## src/rtl/mc_ctrl_fsm_if.sv

```systemverilog
// Control bundle between the multicycle MIPS control FSM (master) and the datapath (slave).
interface mc_ctrl_fsm_if #(
    parameter int STATE_W = 4
);
    logic [5:0]         op;
    logic               zero;
    logic               mem_ready;
    logic               pcen;
    logic               iord;
    logic               memwrite;
    logic               irwrite;
    logic               regwrite;
    logic               regdst;
    logic               memtoreg;
    logic               alusrca;
    logic [1:0]         alusrcb;
    logic [1:0]         pcsrc;
    logic [1:0]         aluop;
    logic               illegal_op;
    logic [STATE_W-1:0] dbg_state;

    modport master (
        input  op, zero, mem_ready,
        output pcen, iord, memwrite, irwrite, regwrite, regdst, memtoreg,
               alusrca, alusrcb, pcsrc, aluop, illegal_op, dbg_state
    );

    modport slave (
        output op, zero, mem_ready,
        input  pcen, iord, memwrite, irwrite, regwrite, regdst, memtoreg,
               alusrca, alusrcb, pcsrc, aluop, illegal_op, dbg_state
    );
endinterface

```

## src/rtl/mc_ctrl_fsm.sv

```systemverilog
// Multicycle MIPS control unit: sequences ALU, register file, IR/PC and unified memory,
// with optional wait states on mem_ready.
//
// state      | meaning
// FETCH  0   | read instr at PC, PC+4 (waits for memory)
// DECODE 1   | read regs, compute branch target, dispatch on op
// MEMADR 2   | compute lw/sw address
// MEMRD  3   | read data memory (waits for memory)
// MEMWB  4   | write MDR to rt
// MEMWR  5   | write data memory (waits for memory)
// EXEC   6   | R-type ALU op
// ALUWB  7   | write ALUOut to rd
// BEQ    8   | compare, branch if zero
// ADDIEX 9   | rs + signimm
// ADDIWB 10  | write ALUOut to rt
// JUMP   11  | load jump target
module mc_ctrl_fsm #(
    parameter bit MEM_HANDSHAKE = 1'b1,
    parameter int STATE_W       = 4
) (
    input  logic         clk,
    input  logic         rst_n,
    mc_ctrl_fsm_if.master bus
);
    typedef enum logic [STATE_W-1:0] {
        S_FETCH  = STATE_W'(0),
        S_DECODE = STATE_W'(1),
        S_MEMADR = STATE_W'(2),
        S_MEMRD  = STATE_W'(3),
        S_MEMWB  = STATE_W'(4),
        S_MEMWR  = STATE_W'(5),
        S_EXEC   = STATE_W'(6),
        S_ALUWB  = STATE_W'(7),
        S_BEQ    = STATE_W'(8),
        S_ADDIEX = STATE_W'(9),
        S_ADDIWB = STATE_W'(10),
        S_JUMP   = STATE_W'(11)
    } state_t;

    localparam logic [5:0] OP_LW   = 6'b100011;
    localparam logic [5:0] OP_SW   = 6'b101011;
    localparam logic [5:0] OP_RTYP = 6'b000000;
    localparam logic [5:0] OP_BEQ  = 6'b000100;
    localparam logic [5:0] OP_ADDI = 6'b001000;
    localparam logic [5:0] OP_J    = 6'b000010;

    state_t state_q, state_d;

    logic       ready;
    logic       pcwrite, branch, illegal;
    logic       iord, memwrite, irwrite, regwrite, regdst, memtoreg, alusrca;
    logic [1:0] alusrcb, pcsrc, aluop;

    assign ready = bus.mem_ready || !MEM_HANDSHAKE;

    always_ff @(posedge clk or negedge rst_n) begin
        if (!rst_n) state_q <= S_FETCH;
        else        state_q <= state_d;
    end

    always_comb begin
        state_d  = S_FETCH;
        pcwrite  = 1'b0;
        branch   = 1'b0;
        illegal  = 1'b0;
        iord     = 1'b0;
        memwrite = 1'b0;
        irwrite  = 1'b0;
        regwrite = 1'b0;
        regdst   = 1'b0;
        memtoreg = 1'b0;
        alusrca  = 1'b0;
        alusrcb  = 2'b00;
        pcsrc    = 2'b00;
        aluop    = 2'b00;
        unique case (state_q)
            S_FETCH: begin
                alusrcb = 2'b01;
                // PC only advances together with the IR load
                if (ready) begin
                    irwrite = 1'b1;
                    pcwrite = 1'b1;
                    state_d = S_DECODE;
                end
            end
            S_DECODE: begin
                alusrcb = 2'b11;
                unique case (bus.op)
                    OP_LW, OP_SW: state_d = S_MEMADR;
                    OP_RTYP:      state_d = S_EXEC;
                    OP_BEQ:       state_d = S_BEQ;
                    OP_ADDI:      state_d = S_ADDIEX;
                    OP_J:         state_d = S_JUMP;
                    default:      illegal = 1'b1;
                endcase
            end
            S_MEMADR: begin
                alusrca = 1'b1;
                alusrcb = 2'b10;
                state_d = (bus.op == OP_LW) ? S_MEMRD : S_MEMWR;
            end
            S_MEMRD: begin
                iord    = 1'b1;
                state_d = ready ? S_MEMWB : S_MEMRD;
            end
            S_MEMWB: begin
                memtoreg = 1'b1;
                regwrite = 1'b1;
            end
            S_MEMWR: begin
                iord     = 1'b1;
                memwrite = 1'b1;
                state_d  = ready ? S_FETCH : S_MEMWR;
            end
            S_EXEC: begin
                alusrca = 1'b1;
                aluop   = 2'b10;
                state_d = S_ALUWB;
            end
            S_ALUWB: begin
                regdst   = 1'b1;
                regwrite = 1'b1;
            end
            S_BEQ: begin
                alusrca = 1'b1;
                aluop   = 2'b01;
                pcsrc   = 2'b01;
                branch  = 1'b1;
            end
            S_ADDIEX: begin
                alusrca = 1'b1;
                alusrcb = 2'b10;
                state_d = S_ADDIWB;
            end
            S_ADDIWB: regwrite = 1'b1;
            S_JUMP: begin
                pcsrc   = 2'b10;
                pcwrite = 1'b1;
            end
            default: illegal = 1'b1;
        endcase
    end

    // Write strobes are gated by rst_n so an in-flight access dies the moment reset asserts
    assign bus.pcen       = rst_n & (pcwrite | (branch & bus.zero));
    assign bus.memwrite   = rst_n & memwrite;
    assign bus.irwrite    = rst_n & irwrite;
    assign bus.regwrite   = rst_n & regwrite;
    assign bus.illegal_op = rst_n & illegal;
    assign bus.iord       = iord;
    assign bus.regdst     = regdst;
    assign bus.memtoreg   = memtoreg;
    assign bus.alusrca    = alusrca;
    assign bus.alusrcb    = alusrcb;
    assign bus.pcsrc      = pcsrc;
    assign bus.aluop      = aluop;
    assign bus.dbg_state  = state_q;
endmodule
```

## src/flat_wrapper.sv

```systemverilog
// flat-port wrapper written by rule: the top's interface ports become plain ports
module mc_ctrl_fsm_flat 
#(
    parameter bit MEM_HANDSHAKE = 1'b1,
    parameter int STATE_W       = 4
)
  (clk, rst_n, bus_op, bus_zero, bus_mem_ready, bus_pcen, bus_iord, bus_memwrite, bus_irwrite, bus_regwrite, bus_regdst, bus_memtoreg, bus_alusrca, bus_alusrcb, bus_pcsrc, bus_aluop, bus_illegal_op, bus_dbg_state);
  mc_ctrl_fsm_if #(.STATE_W(STATE_W)) bus_i ();
  input  logic clk;
  input  logic rst_n;
  input wire logic [$bits(bus_i.op)-1:0] bus_op;
  input wire logic [$bits(bus_i.zero)-1:0] bus_zero;
  input wire logic [$bits(bus_i.mem_ready)-1:0] bus_mem_ready;
  output wire logic [$bits(bus_i.pcen)-1:0] bus_pcen;
  output wire logic [$bits(bus_i.iord)-1:0] bus_iord;
  output wire logic [$bits(bus_i.memwrite)-1:0] bus_memwrite;
  output wire logic [$bits(bus_i.irwrite)-1:0] bus_irwrite;
  output wire logic [$bits(bus_i.regwrite)-1:0] bus_regwrite;
  output wire logic [$bits(bus_i.regdst)-1:0] bus_regdst;
  output wire logic [$bits(bus_i.memtoreg)-1:0] bus_memtoreg;
  output wire logic [$bits(bus_i.alusrca)-1:0] bus_alusrca;
  output wire logic [$bits(bus_i.alusrcb)-1:0] bus_alusrcb;
  output wire logic [$bits(bus_i.pcsrc)-1:0] bus_pcsrc;
  output wire logic [$bits(bus_i.aluop)-1:0] bus_aluop;
  output wire logic [$bits(bus_i.illegal_op)-1:0] bus_illegal_op;
  output wire logic [$bits(bus_i.dbg_state)-1:0] bus_dbg_state;
  assign bus_i.op = bus_op;
  assign bus_i.zero = bus_zero;
  assign bus_i.mem_ready = bus_mem_ready;
  assign bus_pcen = bus_i.pcen;
  assign bus_iord = bus_i.iord;
  assign bus_memwrite = bus_i.memwrite;
  assign bus_irwrite = bus_i.irwrite;
  assign bus_regwrite = bus_i.regwrite;
  assign bus_regdst = bus_i.regdst;
  assign bus_memtoreg = bus_i.memtoreg;
  assign bus_alusrca = bus_i.alusrca;
  assign bus_alusrcb = bus_i.alusrcb;
  assign bus_pcsrc = bus_i.pcsrc;
  assign bus_aluop = bus_i.aluop;
  assign bus_illegal_op = bus_i.illegal_op;
  assign bus_dbg_state = bus_i.dbg_state;
  mc_ctrl_fsm #(.MEM_HANDSHAKE(MEM_HANDSHAKE), .STATE_W(STATE_W)) u_core (.clk(clk), .rst_n(rst_n), .bus(bus_i));
endmodule
```

## config.mk

```make
export PLATFORM = sky130hd
export DESIGN_NAME = mc_ctrl_fsm_flat
export DESIGN_NICKNAME = d
export VERILOG_FILES = /design/src/rtl/mc_ctrl_fsm_if.sv /design/src/rtl/mc_ctrl_fsm.sv /design/src/flat_wrapper.sv
export SDC_FILE = /design/constraint.sdc
export NUM_CORES = 1
export LEC_CHECK = 0
export ABC_CLOCK_PERIOD_IN_PS = 1200
export BUFFER_PORTS_ARGS = -buffer_cell sky130_fd_sc_hd__clkbuf_2
export CAP_MARGIN = 20
export CORE_MARGIN = 3
export CORE_UTILIZATION = 39
export CTS_CLUSTER_DIAMETER = 50
export DETAILED_ROUTE_END_ITERATION = 10
export GPL_TIMING_DRIVEN = 1
export MAX_ROUTING_LAYER = met4
export PLACE_DENSITY = 0.84
export SLEW_MARGIN = 15
export SYNTH_ARGS = -nofsm -noshare
export SYNTH_HDL_FRONTEND = slang
export SYNTH_SLANG_ARGS = --single-unit
```

## constraint.sdc

```tcl
create_clock -name clk -period 1.2 [get_ports clk]
set_input_delay 0.12 -clock clk [delete_from_list [all_inputs] [get_ports clk]]
set_output_delay 0.12 -clock clk [all_outputs]
set_load 0.005 [all_outputs]
```

==> run metrics, run 1 <==
outcome complete, but fails checks; violated checks negative setup slack; area of all sequential standard cells roughly 110 µm²; Max Used Layer met4; simple-gate share of the synthesized area 0.4107; mux share of post-synthesis cell area 0.03571; Worst Slack Setup Final -0.4221 ns; total grt overflow 0; post-synthesis xor/xnor area fraction 0.04688; Syn. warnings 0; gr usage total 0.2591; wl on met1 ~1100 µm; antenna violations before repair 0; number of fill cells 61; Netlist cell types 34; Seq cells post-synth 4; number of synthesized flops with an enable pin 0; Setup WS pre-CTS -0.1363 ns; Syn Area/Cell 7.376 µm²; minimum clock period 1.622 ns; setup_tns -5.514 ns; post-route ant nets 0; Leak between 0.5 and 0.6 nW; DIE HEIGHT 43.91 µm; share of cells above drive strength 1 0.7172; post-synthesis compound-gate area fraction 0.2299; IO Port Bufs 28; Fin. Hold Viols 0; clock root buffer clkbuf_4; worst skew pair latency 0.25 ns; TritonCTS clock tree built; worst reg2reg endpoint u_core.bus.dbg_state[0]; RR Startpoint u_core.bus.dbg_state[1]; H-tree Lvls 1; met3 wire len 183 µm; Initial Util 0.4255; Worst EP arrival roughly 1.5 ns; Worst Path Required 1.08 ns; vias in the first global route 803; Layout Cells excl Fill 160; drt wl/cell 18.29 µm; Post-Syn Nets 86; CTS sink count 4; Met2 Wirelength 1502 µm; R2R setup slack -0.39 ns; Core Util, Final 0.9193; power density cells 843.8 mW/mm²; startpoint class of the critical path flip-flop; CTS Buf Count 3; largest net degree at the start of global routing 8; worst hold path type in2async; Post-Syn Area 560.5 µm²; most frequent cells in the layout buf_4, clkbuf_2, buf_6; Critical Path End Type output pin; post-DP HPWL 1414 µm; total wire length 2927 µm; first-pass GRT wire length 3491 µm; Final setup viols 20; Largest register FFs 4; Core ar. between 0.001 and 0.0015 mm²; max frequency roughly 0.6 GHz; Synth Flop Type dfrtp_1; Antenna Cells 0; Max transition margin 0.7601; # DRC 0; FP Rows 13; post-synthesis sequential area ratio 0.1786; crit-path max FO 4; Mapped Cells 76; Pre-Repair DR Iteration Count 4; placed insts between 100 and 150; max-slew violation count 0; period utilization 1.352; clk_skew 0.009265 ns; most common cell after layout, fill and taps aside buf_4; Reg clk slew, reported paths 0.05 ns; nets between 150 and 200; routability cong. 0.8560; Worst IR Drop VDD 973.2 µV; die width around 44 µm; Vias per Instance 5.706; asr flop ratio synth 1.000; area of the multi-input gates about 530 µm²; RSZ-0062 raised after global routing yes; Post-Synth Adder-Cell Area 0; Iter 0 DRT Violations 31; total of max-cap violations 0; Via Count roughly 910; die footprint 0.001928 mm²; Worst-Margin Slew ~0.36 ns; Ports 29; R2R depth 6; Clock Tree Buf Depth 2; largest family of logic cells by synthesized area simple AND/OR/NAND/NOR gates; critical setup path kind reg2out; P&R area growth vs syn 116.1%; Hold Slack 0.3174 ns
==> timing repair <==
item,in CTS,in global routing
setup endpoints to repair,18,21
gates cloned,0,0
endpoints found under the hold margin,4,0
buffers inserted,7,7
hold buffers,1,0
resized for setup,15,34
pin swaps,3,10
==> cell usage after synthesis (2+ instances only) <==
cell type / instances / share of area
nor3_1: 8 / 0.071
nor2_1: 7 / 0.047
a21oi_1: 6 / 0.054
nand2_1: 5 / 0.033
dfrtp_1: 4 / 0.18
nand2b_1: 3 / 0.033
nor3b_1: 3 / 0.040
o21ai_0: 3 / 0.027
or2_2: 3 / 0.033
xnor2_1: 3 / 0.047
a211oi_1: 2 / 0.027
a31oi_1: 2 / 0.022
buf_2: 2 / 0.018
buf_4: 2 / 0.027
buf_6: 2 / 0.040
inv_1: 2 / 0.013
mux2i_1: 2 / 0.036
==> logic make-up (layout without fill, tap and decap cells) <==
group,after synthesis,after routing
AOI/OAI and AO/OA,19,19
and+or+nand+nor,40,40
xor gates and xnor gates,3,3
muxes,2,2
buffers and inverters,8,77
DFF,4,4
==> per-layer routing <==
metal,vias to the layer above,track usage
met1,423,0.2782
met4,0,0.1928
met5,-,-
met2,55,0.4273
met3,15,0.03320
li1,420,-
==> area by class of cell <==
type,count,share of cell area
timing repair buffer,72,0.4308
clock buffer,3,0.01860
inverter,2,0.008264
tap,15,0.01550
sequential,4,0.08678
multi-input combinational,64,0.4401
==> power breakdown <==
group / internal [mW] / leakage (nW) / switching [mW]
Combinational: 0.364 / 0.509 / 0.298
Clock: 0.113 / 0.0138 / 0.0724
Sequential: 0.150 / 0.0479 / 0.0246
Total: 0.627 / 0.571 / 0.395
==> metrics by stage <==
stage	instance area [µm²]	power (mW)
2_1_floorplan	584.3	0.3722
3_3_place_gp	913.4	0.5686
3_5_place_dp	913.4	0.5818
4_1_cts	1056	0.8439
5_1_grt	1211	1.074
6_report	1211	1.022
==> worst max-delay path by stage <==
stage	from	to	slack, ns	cells after the start
after floorplan	u_core.bus.dbg_state[1]	u_core.bus.dbg_state[0]	-0.04	5
after global placement	u_core.bus.dbg_state[2]	bus_illegal_op	-0.12	4
after detailed placement	u_core.bus.dbg_state[1]	bus_illegal_op	-0.14	4
after CTS	u_core.bus.dbg_state[3]	bus_illegal_op	-0.34	4
after global routing	u_core.bus.dbg_state[1]	bus_iord	-0.48	6
final	u_core.bus.dbg_state[1]	bus_iord	-0.42	6
==> worst max-delay path, stage by stage (launching register included) <==
cell,delay [ns]
dfrtp_2,0.43
buf_4,0.17
buf_6,0.11
buf_4,0.13
xnor2_1,0.11
nor3_1,0.14
buf_2,0.16
Note: power is estimated with default switching activity, not from simulation.
==> run 2, diff against run 1 <==
--- a/config.mk
+++ b/config.mk
@@ -9,13 +9,15 @@
 export BUFFER_PORTS_ARGS = -buffer_cell sky130_fd_sc_hd__clkbuf_2
 export CAP_MARGIN = 20
 export CORE_MARGIN = 3
-export CORE_UTILIZATION = 39
-export CTS_CLUSTER_DIAMETER = 50
+export CORE_UTILIZATION = 41
+export CTS_BUF_LIST = sky130_fd_sc_hd__clkbuf_2
+export CTS_CLUSTER_DIAMETER = 80
 export DETAILED_ROUTE_END_ITERATION = 10
 export GPL_TIMING_DRIVEN = 1
 export MAX_ROUTING_LAYER = met4
-export PLACE_DENSITY = 0.84
+export PLACE_DENSITY = 0.87
 export SLEW_MARGIN = 15
 export SYNTH_ARGS = -nofsm -noshare
 export SYNTH_HDL_FRONTEND = slang
 export SYNTH_SLANG_ARGS = --single-unit
+export TNS_END_PERCENT = 1
==> run metrics, run 2 (synthesized netlist as in run 1, its figures left out) <==
clock root buffer clkbuf_2 (was clkbuf_4); Largest register FFs 4 (unchanged); total wire length 2831 µm (was 2927 µm); Final setup viols 19 (was 20); hold path cells 4; clk_skew 0.01061 ns (was 0.009265 ns); crit-path max cell delay 0.45 ns (was 0.43 ns); most common cell after layout, fill and taps aside clkbuf_2 (was buf_4); nets 145 (was 157); Critical Path End Type output pin (unchanged); RR Startpoint u_core.bus.dbg_state[2] (was u_core.bus.dbg_state[1]); worst reg2reg endpoint u_core.bus.dbg_state[0] (unchanged); WP depth 6 (unchanged); Core ar. 0.001186 mm² (was 0.001318 mm²); post-route ant nets 0 (unchanged); crit-path max FO 5 (was 4); TritonCTS clock tree built (unchanged); largest net degree at the start of global routing 9 (was 8); CP bufs+invs 2 (was 4); Iter 0 DRT Violations 30 (was 31); CTS sink count 4 (unchanged); Leak 0.4895 nW (was 0.5709 nW); area of all sequential standard cells 105.1 µm² (unchanged); post-DP HPWL 1516 µm (was 1414 µm); Hold Path End u_core.bus.dbg_state[0]; P&R area growth vs syn 91.52% (was 116.1%); max-slew violation count 0 (unchanged); Worst Path Required 1.08 ns (about the same); R2R depth 5 (was 6); startpoint class of the critical path flip-flop (unchanged); # DRC 0 (unchanged); drt wl/cell 19.26 µm (was 18.29 µm); share of cells above drive strength 1 0.6692 (was 0.7172); Antenna Cells 0 (unchanged); Worst Slack Setup Final -0.4045 ns (was -0.4221 ns); critical setup path kind reg2out (unchanged); Largest delay share family, worst path flip-flops (was buffers and inverters); Max transition margin 0.7351 (was 0.7601); worst skew pair latency 0.21 ns (was 0.25 ns); max frequency 0.6233 GHz (was 0.6165 GHz); antenna violations before repair 0 (unchanged); placed insts 139 (was 142); number of fill cells 55 (was 61); CTS Buf Count 3 (unchanged); DIE HEIGHT 42.98 µm (was 43.91 µm); Pre-Repair DR Iteration Count 4 (unchanged); routability cong. 0.8778 (was 0.8560); violated checks negative setup slack (unchanged); Initial Util 0.4726 (was 0.4255); Worst IR Drop VDD 766.5 µV (was 973.2 µV); Via Count 888 (was 913); area of the multi-input gates 506.7 µm² (was 533.0 µm²); H-tree Lvls 1 (unchanged); FP Rows 12 (was 13); Clock Tree Buf Depth 2 (unchanged); Ports 29 (unchanged); Worst EP arrival 1.48 ns (was 1.50 ns); Worst-Margin Slew 0.3950 ns (was 0.3571 ns); worst hold start bus_op[2]; Fin. Hold Viols 0 (unchanged); Reg clk slew, reported paths 0.06 ns (was 0.05 ns); RSZ-0062 raised after global routing yes (unchanged); Slowest-stage cell, CP dfrtp_2 (unchanged); gr usage total 0.2679 (was 0.2591); most frequent cells in the layout clkbuf_2, buf_4, buf_6 (was buf_4, clkbuf_2, buf_6); worst hold path type in2reg (was in2async); Placed Area 897.1 µm² (was 913.4 µm²); period utilization 1.337 (was 1.352); outcome complete, but fails checks (unchanged); vias in the first global route 873 (was 803); minimum clock period 1.604 ns (was 1.622 ns); die width 42.98 µm (was 43.91 µm); cells along the critical path buf_4, nand2b_4, mux2i_1, a21oi_1, nor2_1, clkbuf_2 (was buf_4, buf_6, buf_4, xnor2_1, nor3_1, buf_2); die footprint 0.001847 mm² (was 0.001928 mm²); total grt overflow 0 (unchanged); R2R setup slack -0.30 ns (was -0.39 ns); cell area after layout 0.001074 mm² (was 0.001211 mm²); first-pass GRT wire length 3663 µm (was 3491 µm); Layout Cells excl Fill 147 (was 160); Vias per Instance 6.041 (was 5.706); power density cells 801.7 mW/mm² (was 843.8 mW/mm²); total of max-cap violations 0 (unchanged); IO Port Bufs 28 (unchanged)
==> run 2: changes by cell type in the layout (fill, tap and decap cells not counted), sizes merged <==
cell / previous run / this run
clkbuf: 22 / 27
buf: 52 / 35
==> run 2: layer usage <==
metal,track usage,vias up,wire length [µm]
li1,-,397,-
met1,0.2734,410,978
met2,0.4641,63,1510
met3,0.03814,18,188
met4,0.1867,0,153
met5,-,-,0
==> run 2: where the power goes <==
part	total [mW]	leakage, nW	switching [mW]	internal [mW]
Clock	0.133	0.0125	0.0648	0.0678
Sequential	0.177	0.0479	0.0274	0.150
Combinational	0.551	0.429	0.264	0.287
Total	0.861	0.490	0.356	0.504
==> run 2: worst max-delay path by stage <==
stage / end / startpoint / slack, ns
after floorplan: u_core.bus.dbg_state[0] / u_core.bus.dbg_state[1] / -0.04
final: bus_regwrite / u_core.bus.dbg_state[2] / -0.40
after global placement: bus_illegal_op / u_core.bus.dbg_state[2] / -0.14
after CTS: bus_pcen / u_core.bus.dbg_state[3] / -0.29
after global routing: bus_regwrite / u_core.bus.dbg_state[1] / -0.46
after detailed placement: bus_illegal_op / u_core.bus.dbg_state[2] / -0.18
==> run 2: timing repair <==
item	4_1_cts	5_1_grt
setup buffers	4	0
gates cloned	0	0
pin swaps	2	1
setup endpoints to repair	18	20
endpoints found under the hold margin	4	0
gates resized for setup	11	20
hold buffers	1	0
==> run 2: through the flow <==
stage / hold slack (ns) / TNS (ns) / util / total power [mW] / setup WS (ns)
floorplan: -0.1756 / -0.09838 / - / 0.3719 / -0.03889
global placement: -0.04625 / -1.022 / 0.7563 / 0.5428 / -0.1406
detailed placement: -0.04076 / -1.394 / 0.7563 / 0.5581 / -0.1753
CTS: 0.3464 / -3.885 / 0.8502 / 0.7594 / -0.2911
global route: 0.3668 / -5.768 / 0.9051 / 0.8967 / -0.4618
finish: 0.3480 / -4.862 / 0.9051 / 0.8607 / -0.4045
==> run 2: worst min-delay path: cells and delay by family <==
family | cells | cell delay [ns]
buffers and inverters | 2 | 0.23
and+or+nand+nor | 1 | 0.11
AOI/OAI and AO/OA | 1 | 0.06
==> run 2: final cells by class <==
class                      instances  share of cell area
inverter                           2            0.006993
multi-input combinational         64              0.4720
timing repair buffer              60              0.3928
tap                               14             0.01632
sequential                         4             0.09790
clock buffer                       3             0.01399
